<file path="config.mk">
export PLATFORM = sky130hd
export DESIGN_NAME = odd_parity_rx_flat
export DESIGN_NICKNAME = d
export VERILOG_FILES = /design/src/rtl/odd_parity_pkg.sv /design/src/rtl/odd_parity_rx_if.sv /design/src/rtl/odd_parity_rx.sv /design/src/flat_wrapper.sv
export SDC_FILE = /design/constraint.sdc
export NUM_CORES = 1
export LEC_CHECK = 0
export CAP_MARGIN = 10
export CORE_MARGIN = 4
export CORE_UTILIZATION = 45
export CTS_CLUSTER_DIAMETER = 80
export CTS_CLUSTER_SIZE = 24
export DETAILED_ROUTE_END_ITERATION = 8
export PLACE_DENSITY = 0.69
export SLEW_MARGIN = 20
export SYNTH_ARGS = -nofsm -noshare
export SYNTH_HDL_FRONTEND = slang
export SYNTH_SLANG_ARGS = --single-unit
</file>
<file path="constraint.sdc">
create_clock -name clk -period 1.8 [get_ports clk]
set_input_delay 0.36 -clock clk [delete_from_list [all_inputs] [get_ports clk]]
set_output_delay 0.36 -clock clk [all_outputs]
set_load 0.02 [all_outputs]
</file>
<file path="src/rtl/odd_parity_pkg.sv">
// Shared odd-parity link definitions: state encoding and parity convention.
// Used by both the receiver and the transmit-side generator.
package odd_parity_pkg;

  localparam logic [2:0] ST_IDLE   = 3'd0;
  localparam logic [2:0] ST_DATA   = 3'd1;
  localparam logic [2:0] ST_PARITY = 3'd2;
  localparam logic [2:0] ST_STOP   = 3'd3;
  localparam logic [2:0] ST_BREAK  = 3'd4;

  localparam logic ODD_PARITY = 1'b1;

  typedef enum logic [2:0] {
    S_IDLE   = ST_IDLE,
    S_DATA   = ST_DATA,
    S_PARITY = ST_PARITY,
    S_STOP   = ST_STOP,
    S_BREAK  = ST_BREAK
  } rx_state_e;

  // acc is the XOR of data and parity bits; odd count of ones means acc == 1
  function automatic logic parity_ok(input logic acc);
    return acc == ODD_PARITY;
  endfunction

endpackage

</file>
<file path="src/rtl/odd_parity_rx_if.sv">
// Serial line in, word/status/error-count out; master drives the line, slave is the receiver.
interface odd_parity_rx_if #(
  parameter int DATA_W = 8,
  parameter int CNT_W  = 8
);
  logic              din;
  logic              err_clr;
  logic [DATA_W-1:0] data_out;
  logic              data_valid;
  logic              parity_err;
  logic              frame_err;
  logic              busy;
  logic [CNT_W-1:0]  err_cnt;

  modport master (
    output din, err_clr,
    input  data_out, data_valid, parity_err, frame_err, busy, err_cnt
  );

  modport slave (
    input  din, err_clr,
    output data_out, data_valid, parity_err, frame_err, busy, err_cnt
  );
endinterface

</file>
<file path="src/rtl/odd_parity_rx.sv">
// Odd-parity serial frame receiver: word reported one cycle after the stop bit is sampled.
// No backpressure: the consumer must take each data_valid pulse; frames arrive back-to-back.
module odd_parity_rx
  import odd_parity_pkg::*;
#(
  parameter int DATA_W = 8,
  parameter int CNT_W  = 8
) (
  input logic            clk,
  input logic            rst_n,
  odd_parity_rx_if.slave rx
);

  localparam int              BCW      = $clog2(DATA_W + 1);
  localparam logic [BCW-1:0]  LAST_BIT = BCW'(DATA_W - 1);

  rx_state_e         state;
  rx_state_e         state_nxt;
  logic [DATA_W-1:0] shreg;
  logic [DATA_W:0]   sh_ext;
  logic [BCW-1:0]    bit_cnt;
  logic              acc;
  logic [DATA_W-1:0] data_q;
  logic              valid_q;
  logic              perr_q;
  logic              ferr_q;
  logic [CNT_W-1:0]  cnt_q;
  logic              busy_c;

  // right shift with the new bit entering at the MSB; also valid for DATA_W == 1
  assign sh_ext = {rx.din, shreg};

  always_ff @(posedge clk or negedge rst_n) begin
    if (!rst_n) begin
      state <= S_IDLE;
    end else begin
      state <= state_nxt;
    end
  end

  always_comb begin
    state_nxt = state;
    busy_c    = 1'b1;
    case (state)
      S_IDLE: begin
        busy_c = 1'b0;
        if (!rx.din) state_nxt = S_DATA;
      end
      S_DATA:   if (bit_cnt == LAST_BIT) state_nxt = S_PARITY;
      S_PARITY: state_nxt = S_STOP;
      S_STOP:   state_nxt = rx.din ? S_IDLE : S_BREAK;
      S_BREAK:  if (rx.din) state_nxt = S_IDLE;
      default:  state_nxt = S_IDLE;
    endcase
  end

  always_ff @(posedge clk or negedge rst_n) begin
    if (!rst_n) begin
      shreg   <= '0;
      bit_cnt <= '0;
      acc     <= 1'b0;
      data_q  <= '0;
      valid_q <= 1'b0;
      perr_q  <= 1'b0;
      ferr_q  <= 1'b0;
    end else begin
      valid_q <= 1'b0;
      case (state)
        S_IDLE: begin
          bit_cnt <= '0;
          acc     <= 1'b0;
        end
        S_DATA: begin
          shreg   <= sh_ext[DATA_W:1];
          acc     <= acc ^ rx.din;
          bit_cnt <= bit_cnt + BCW'(1);
        end
        S_PARITY: acc <= acc ^ rx.din;
        S_STOP: begin
          data_q  <= shreg;
          valid_q <= 1'b1;
          perr_q  <= ~parity_ok(acc);
          ferr_q  <= ~rx.din;
        end
        default: ;
      endcase
    end
  end

  // clear takes priority over a coincident error increment
  always_ff @(posedge clk or negedge rst_n) begin
    if (!rst_n) begin
      cnt_q <= '0;
    end else if (rx.err_clr) begin
      cnt_q <= '0;
    end else if (valid_q && (perr_q || ferr_q) && (cnt_q != '1)) begin
      cnt_q <= cnt_q + CNT_W'(1);
    end
  end

  assign rx.data_out   = data_q;
  assign rx.data_valid = valid_q;
  assign rx.parity_err = perr_q;
  assign rx.frame_err  = ferr_q;
  assign rx.busy       = busy_c;
  assign rx.err_cnt    = cnt_q;

endmodule

</file>
<file path="src/flat_wrapper.sv">
// flat-port wrapper written by rule: the top's interface ports become plain ports
module odd_parity_rx_flat import odd_parity_pkg::*;
#(
  parameter int DATA_W = 8,
  parameter int CNT_W  = 8
)
  (clk, rst_n, rx_din, rx_err_clr, rx_data_out, rx_data_valid, rx_parity_err, rx_frame_err, rx_busy, rx_err_cnt);
  odd_parity_rx_if #(.DATA_W(DATA_W), .CNT_W(CNT_W)) rx_i ();
  input logic clk;
  input logic rst_n;
  input wire logic [$bits(rx_i.din)-1:0] rx_din;
  input wire logic [$bits(rx_i.err_clr)-1:0] rx_err_clr;
  output wire logic [$bits(rx_i.data_out)-1:0] rx_data_out;
  output wire logic [$bits(rx_i.data_valid)-1:0] rx_data_valid;
  output wire logic [$bits(rx_i.parity_err)-1:0] rx_parity_err;
  output wire logic [$bits(rx_i.frame_err)-1:0] rx_frame_err;
  output wire logic [$bits(rx_i.busy)-1:0] rx_busy;
  output wire logic [$bits(rx_i.err_cnt)-1:0] rx_err_cnt;
  assign rx_i.din = rx_din;
  assign rx_i.err_clr = rx_err_clr;
  assign rx_data_out = rx_i.data_out;
  assign rx_data_valid = rx_i.data_valid;
  assign rx_parity_err = rx_i.parity_err;
  assign rx_frame_err = rx_i.frame_err;
  assign rx_busy = rx_i.busy;
  assign rx_err_cnt = rx_i.err_cnt;
  odd_parity_rx #(.DATA_W(DATA_W), .CNT_W(CNT_W)) u_core (.clk(clk), .rst_n(rst_n), .rx(rx_i));
endmodule
</file>
Word level (Yosys, flattened, before mapping) --
Cells that the tools add are included.
Storage, ports and cells: register bits after elaboration 35, bits of input ports 4, output and inout port bits 20, word-level logic and storage cells 43
Cells by class: $add $sub $neg 2, equality and inequality tests 9, muxes and demuxes 11, bitwise operators 3, reductions and logical operators 9
Operators by type and width (number):
- 8-bit two-way mux | 2
- 3-bit case mux with 5 select lines | 1
- 3-bit two-way mux | 4
- 8-bit by 1-bit adder with 8-bit output (second input constant) | 1
- 8-bit != test (second input constant) | 1
- 4-bit case mux with 2 select lines | 1
- 3-bit by 2-bit equality test with 1-bit output (second input constant) | 2
- 2-bit nonzero test | 3
- 4-bit by 1-bit adder with 4-bit output (second input constant) | 1
- 4-bit by 3-bit equality test with 1-bit output (second input constant) | 1
- 2-bit != test (second input constant) | 2
- 3-bit by 1-bit equality test with 1-bit output (second input constant) | 1
- 3-bit equality test (second input constant) | 1
- 3-bit zero test | 1
- 3-bit AND reduction | 1
- 1-bit logical AND | 2
- 1-bit two-way mux | 2
- 2-bit by 1-bit != test with 1-bit output (second input constant) | 1
- 1-bit inverter | 2
- 1-bit case mux with 2 select lines | 1
- 2-bit OR reduction | 1
- 1-bit logical OR | 1
- 1-bit XOR | 1

Longest topological paths before layout --
depth after elaboration 5, gate-level depth with buffers 4, gate-level depth less buffers 4

Worst setup path after synthesis --
OpenSTA, ideal clock, no wires.
kind register to register, from register u_core.cnt_q[0] (netlist: u_core.rx.err_cnt[0]), to register u_core.cnt_q[2] (netlist: u_core.rx.err_cnt[2]), setup time 128 ps, data arrival time 1446 ps, required time 1672 ps, setup slack 227 ps, cell stages (with the launch flop) 5, path buffers 0, period minus slack after synthesis 1573 ps, path through dfrtp_1 -> ha_1 -> and4_4 -> a211oi_1 -> mux2_1
On the way: longest elaborated chain between the ends 3, elaborated cells on any way between the ends 6, those cells by class 1 x add/sub; 1 x eq/ne; 2 x mux; 2 x reduce/logical
Ends and longest elaborated chain:
- start: declaration | RTL line odd_parity_rx.sv:27 | logic [CNT_W-1:0] cnt_q;
- start signal: assignment | RTL line odd_parity_rx.sv:97 | cnt_q <= cnt_q + CNT_W'(1);
- 8-bit by 1-bit adder with 8-bit output or 8-bit != test (tied branches) | RTL line odd_parity_rx.sv:97, odd_parity_rx.sv:96
- 8-bit two-way mux or 1-bit logical AND (tied branches) | RTL line odd_parity_rx.sv:96 | end else if (valid_q && (perr_q || ferr_q) && (cnt_q != '1)) begin
- 8-bit two-way mux or 2-bit nonzero test (tied branches)
Parallel ways exist; a longest one is shown, timed or not. The select of a mux whose other input is x is not followed. A chain may end at the register's enable or synchronous reset.

Worst setup path after layout --
from register u_core.cnt_q[2] (netlist: u_core.rx.err_cnt[2]), to output port rx_err_cnt[2]
RTL lines:
- end: declaration | RTL line flat_wrapper.sv:18 | output wire logic [$bits(rx_i.err_cnt)-1:0] rx_err_cnt;
No word-level cell between the ends.

==> metrics.md <==
| Metric | Value |
|---|---|
| Die height | `slightly below 70 um` |
| Vias in the first global route | `about 1.2k` |
| Setup_tns | `0 ns` |
| Worst reg2reg startpoint | `u_core.rx.err_cnt[0]$_DFFE_PN0P_` |
| Peak VDD IR | `0.8020 mV` |
| Final nets | `around 170` |
| Vias per inst | `roughly 5.4` |
| Met2 Use GR | `26.94%` |
| Final Skew | `around 0.0037 ns` |
| Setup violators final | `0` |
| Crit-path leading delay family | `buffers and inverters` |
| Post-DP HPWL | `between 2000 and 2500 um` |
| Clk root buf | `clkbuf_8` |
| CTS Hold Bufs | `0` |
| Largest net degree at the start of global routing | `36` |
| CP bufs+invs | `1` |
| Tcrit/Tclk final | `roughly 96%` |
| Worst Setup End Kind | `output port` |
| Reg area | `roughly 880 sq um` |
| Final core occ | `between 50% and 60%` |
| Initial Util | `48.35%` |
| Most frequent cells in the layout | `35 x dfrtp_1, 22 x clkdlybuf4s50_1, 15 x mux2_2, 9 x nand2_1` |
| Syn nets | `140` |
| H-Tree Depth | `2` |
| WS Path Type | `flop to output port` |
| Total length of routed wires | `around 3100 um` |
| Pwr Density | `1414 nW/um^2` |
| I/O pin cnt | `24` |
| Layout cells sized above 1 | `25.00%` |
| Slowest stage cell, crit path | `clkdlybuf4s50_1` |
| Worst R2R Path Depth | `4` |
| DR DRC count | `0` |
| Reg clk slew, reported paths | `roughly 0.060 ns` |
| CTS Buffer Depth | `2` |
| First-pass GRT wire length | `about 5500 um` |
| Max-cap viol count | `0` |
| Synth unique cells | `41` |
| Critical path arrival | `1.37 ns` |
| M1 GR Usage | `18.05%` |
| Pre-antenna DRT Iters | `4` |
| Inserted Diodes | `0` |
| Total grt overflow | `0` |
| Layout fillers | `292` |
| Prevailing post-synth register cell | `dfrtp_1` |
| Wirelength per Cell | `14.91 um` |
| Vias post-DR | `1136` |
| IO buf count | `23` |
| Max stage delay on crit path | `about 0.65 ns` |
| GRT met3 Usage | `~5.3%` |
| Flop2flop setup slack | `0.22 ns` |
| Leakage | `around 0.88 nW` |
| Tot GR Track Use | `~16%` |
| Cts bufs inserted | `5` |
| RSZ-0062 raised after global routing | `false` |
| Clk_lat worst skew | `approximately 0.28 ns` |
| DIE WIDTH | `roughly 69 um` |
| Core region area | `3442 sq um` |
| Detailed Route Iter0 Violations | `37` |
| Std cell rows | `21` |
| Reg2reg end | `u_core.rx.err_cnt[3]$_DFFE_PN0P_` |
| Setup crit start kind | `flop` |
| Slew headroom | `between 70% and 80%` |
| Netlist Area Pre-Place | `roughly 1700 sq um` |
| Most common cell after layout, fill and taps aside | `dfrtp_1` |
| Worst path required time | `between 1 and 1.5 ns` |
| Async set-or-reset flop fraction in the synthesized netlist | `100.0%` |
| Yosys synthesis warning count | `0` |
| Tmin final | `about 1.7 ns` |
| Critical Path Start | `u_core.rx.err_cnt[2]$_DFFE_PN0P_` |
| Status | `complete, no violations` |
| Number of synthesized register bits | `35` |
| Worst Path Max Fanout | `7` |
| Clock Sinks | `35` |
| Fin Hold WS | `just under 0.5 ns` |
| Fmax achieved | `just under 600 MHz` |
| Worst Max-Slew Pin Slew | `around 0.43 ns` |
| Number of synthesized flops with an enable pin | `0` |
| Initial antenna violation count | `0` |
| Post-route setup slack | `0.06688 ns` |
| Syn avg cell area | `~12 sq um` |
| Area occupied by multi-input gates | `between 700 and 800 sq um` |
| Register area share after synthesis | `~53%` |
| Hold Crit Class | `input port to asynchronous set/reset pin` |
| Final hold vios | `0` |
| Slew Limit Fails | `0` |
| Synthesis-to-finish area growth | `22.03%` |
| Cells after Synth | `134` |
| Gpl congestion | `0.7573` |
| Crit-path cells | `clkdlybuf4s50_1` |
| Final ANT Viol Nets | `0` |
| DIE AREA | `~4700 sq um` |
| Power, Total | `2.872 mW` |
| Pre-CTS setup slack | `between 0.15 and 0.2 ns` |
| CTS tree | `yes` |
| GRT busiest layer | `met2` |
| Setup bufs post-CTS | `0` |
logic make-up after synthesis:
group           share of synthesized area [%]
compound gates                          10.60
simple gates                            15.11
flops                                   52.63
mux                                     16.39
fa+ha+maj                               2.105
buf+inv                                 3.157
synth_stat cells, types with 4 or more instances:
library cell / count / area share, %
mux2_2: 15 / 10
nand2_1: 9 / 2.0
o21ai_0: 4 / 1.2
nor3_1: 4 / 1.2
inv_1: 4 / 0.90
mux2_4: 4 / 3.6
a211oi_1: 4 / 1.8
dfrtp_1: 35 / 53
nor2b_1: 4 / 1.5
nand3_1: 4 / 1.2
worst max path at each step:
stage / to / cells past startpoint
6_report: rx_err_cnt[2] / 1
5_1_grt: rx_parity_err / 1
2_1_floorplan: u_core.rx.err_cnt[2]$_DFFE_PN0P_ / 4
4_1_cts: rx_err_cnt[2] / 1
3_5_place_dp: u_core.rx.err_cnt[3]$_DFFE_PN0P_ / 3
3_3_place_gp: rx_busy / 2
timing repair:
item	4_1_cts	5_1_grt
gates resized for setup	1	0
setup endpoints to repair	1	0
hold endpoints to repair	0	0
layer usage:
metal	vias to the layer above	routed length [um]
li1	540	-
met1	564	1310
met3	8	131
met4	0	69
met2	24	1621
met5	-	0
power breakdown:
group | internal, mW | switching, mW
clock | 0.257 | 0.241
combinational | 0.607 | 0.501
sequential | 1.06 | 0.203
total | 1.93 | 0.944
cell type report:
| class | count | share of cell area (%) |
|---|---|---|
| sequential | 35 | 43.13 |
| multi-input combinational | 89 | 36.23 |
| timing repair buffer | 28 | 13.12 |
| clock buffer | 6 | 3.574 |
| tap | 46 | 2.834 |
| inverter | 6 | 1.109 |
per-stage QoR:
| stage | cell area, sq um | std cells |
|---|---|---|
| 3_5_place_dp | 1959 | 204 |
| 3_3_place_gp | 1959 | 204 |
| 5_1_grt | 2031 | 210 |
| 6_report | 2031 | 210 |
| 4_1_cts | 2031 | 210 |
| 2_1_floorplan | 1664 | 134 |
registers in the layout, indices dropped and copies added, names as in the netlist:
register              flops
u_core.rx.parity_err      1
u_core.shreg              8
u_core.state              3
u_core.acc                1
u_core.rx.data_valid      1
u_core.rx.data_out        8
u_core.bit_cnt            4
u_core.rx.err_cnt         8
u_core.rx.frame_err       1
(Power assumes the default switching activity.)
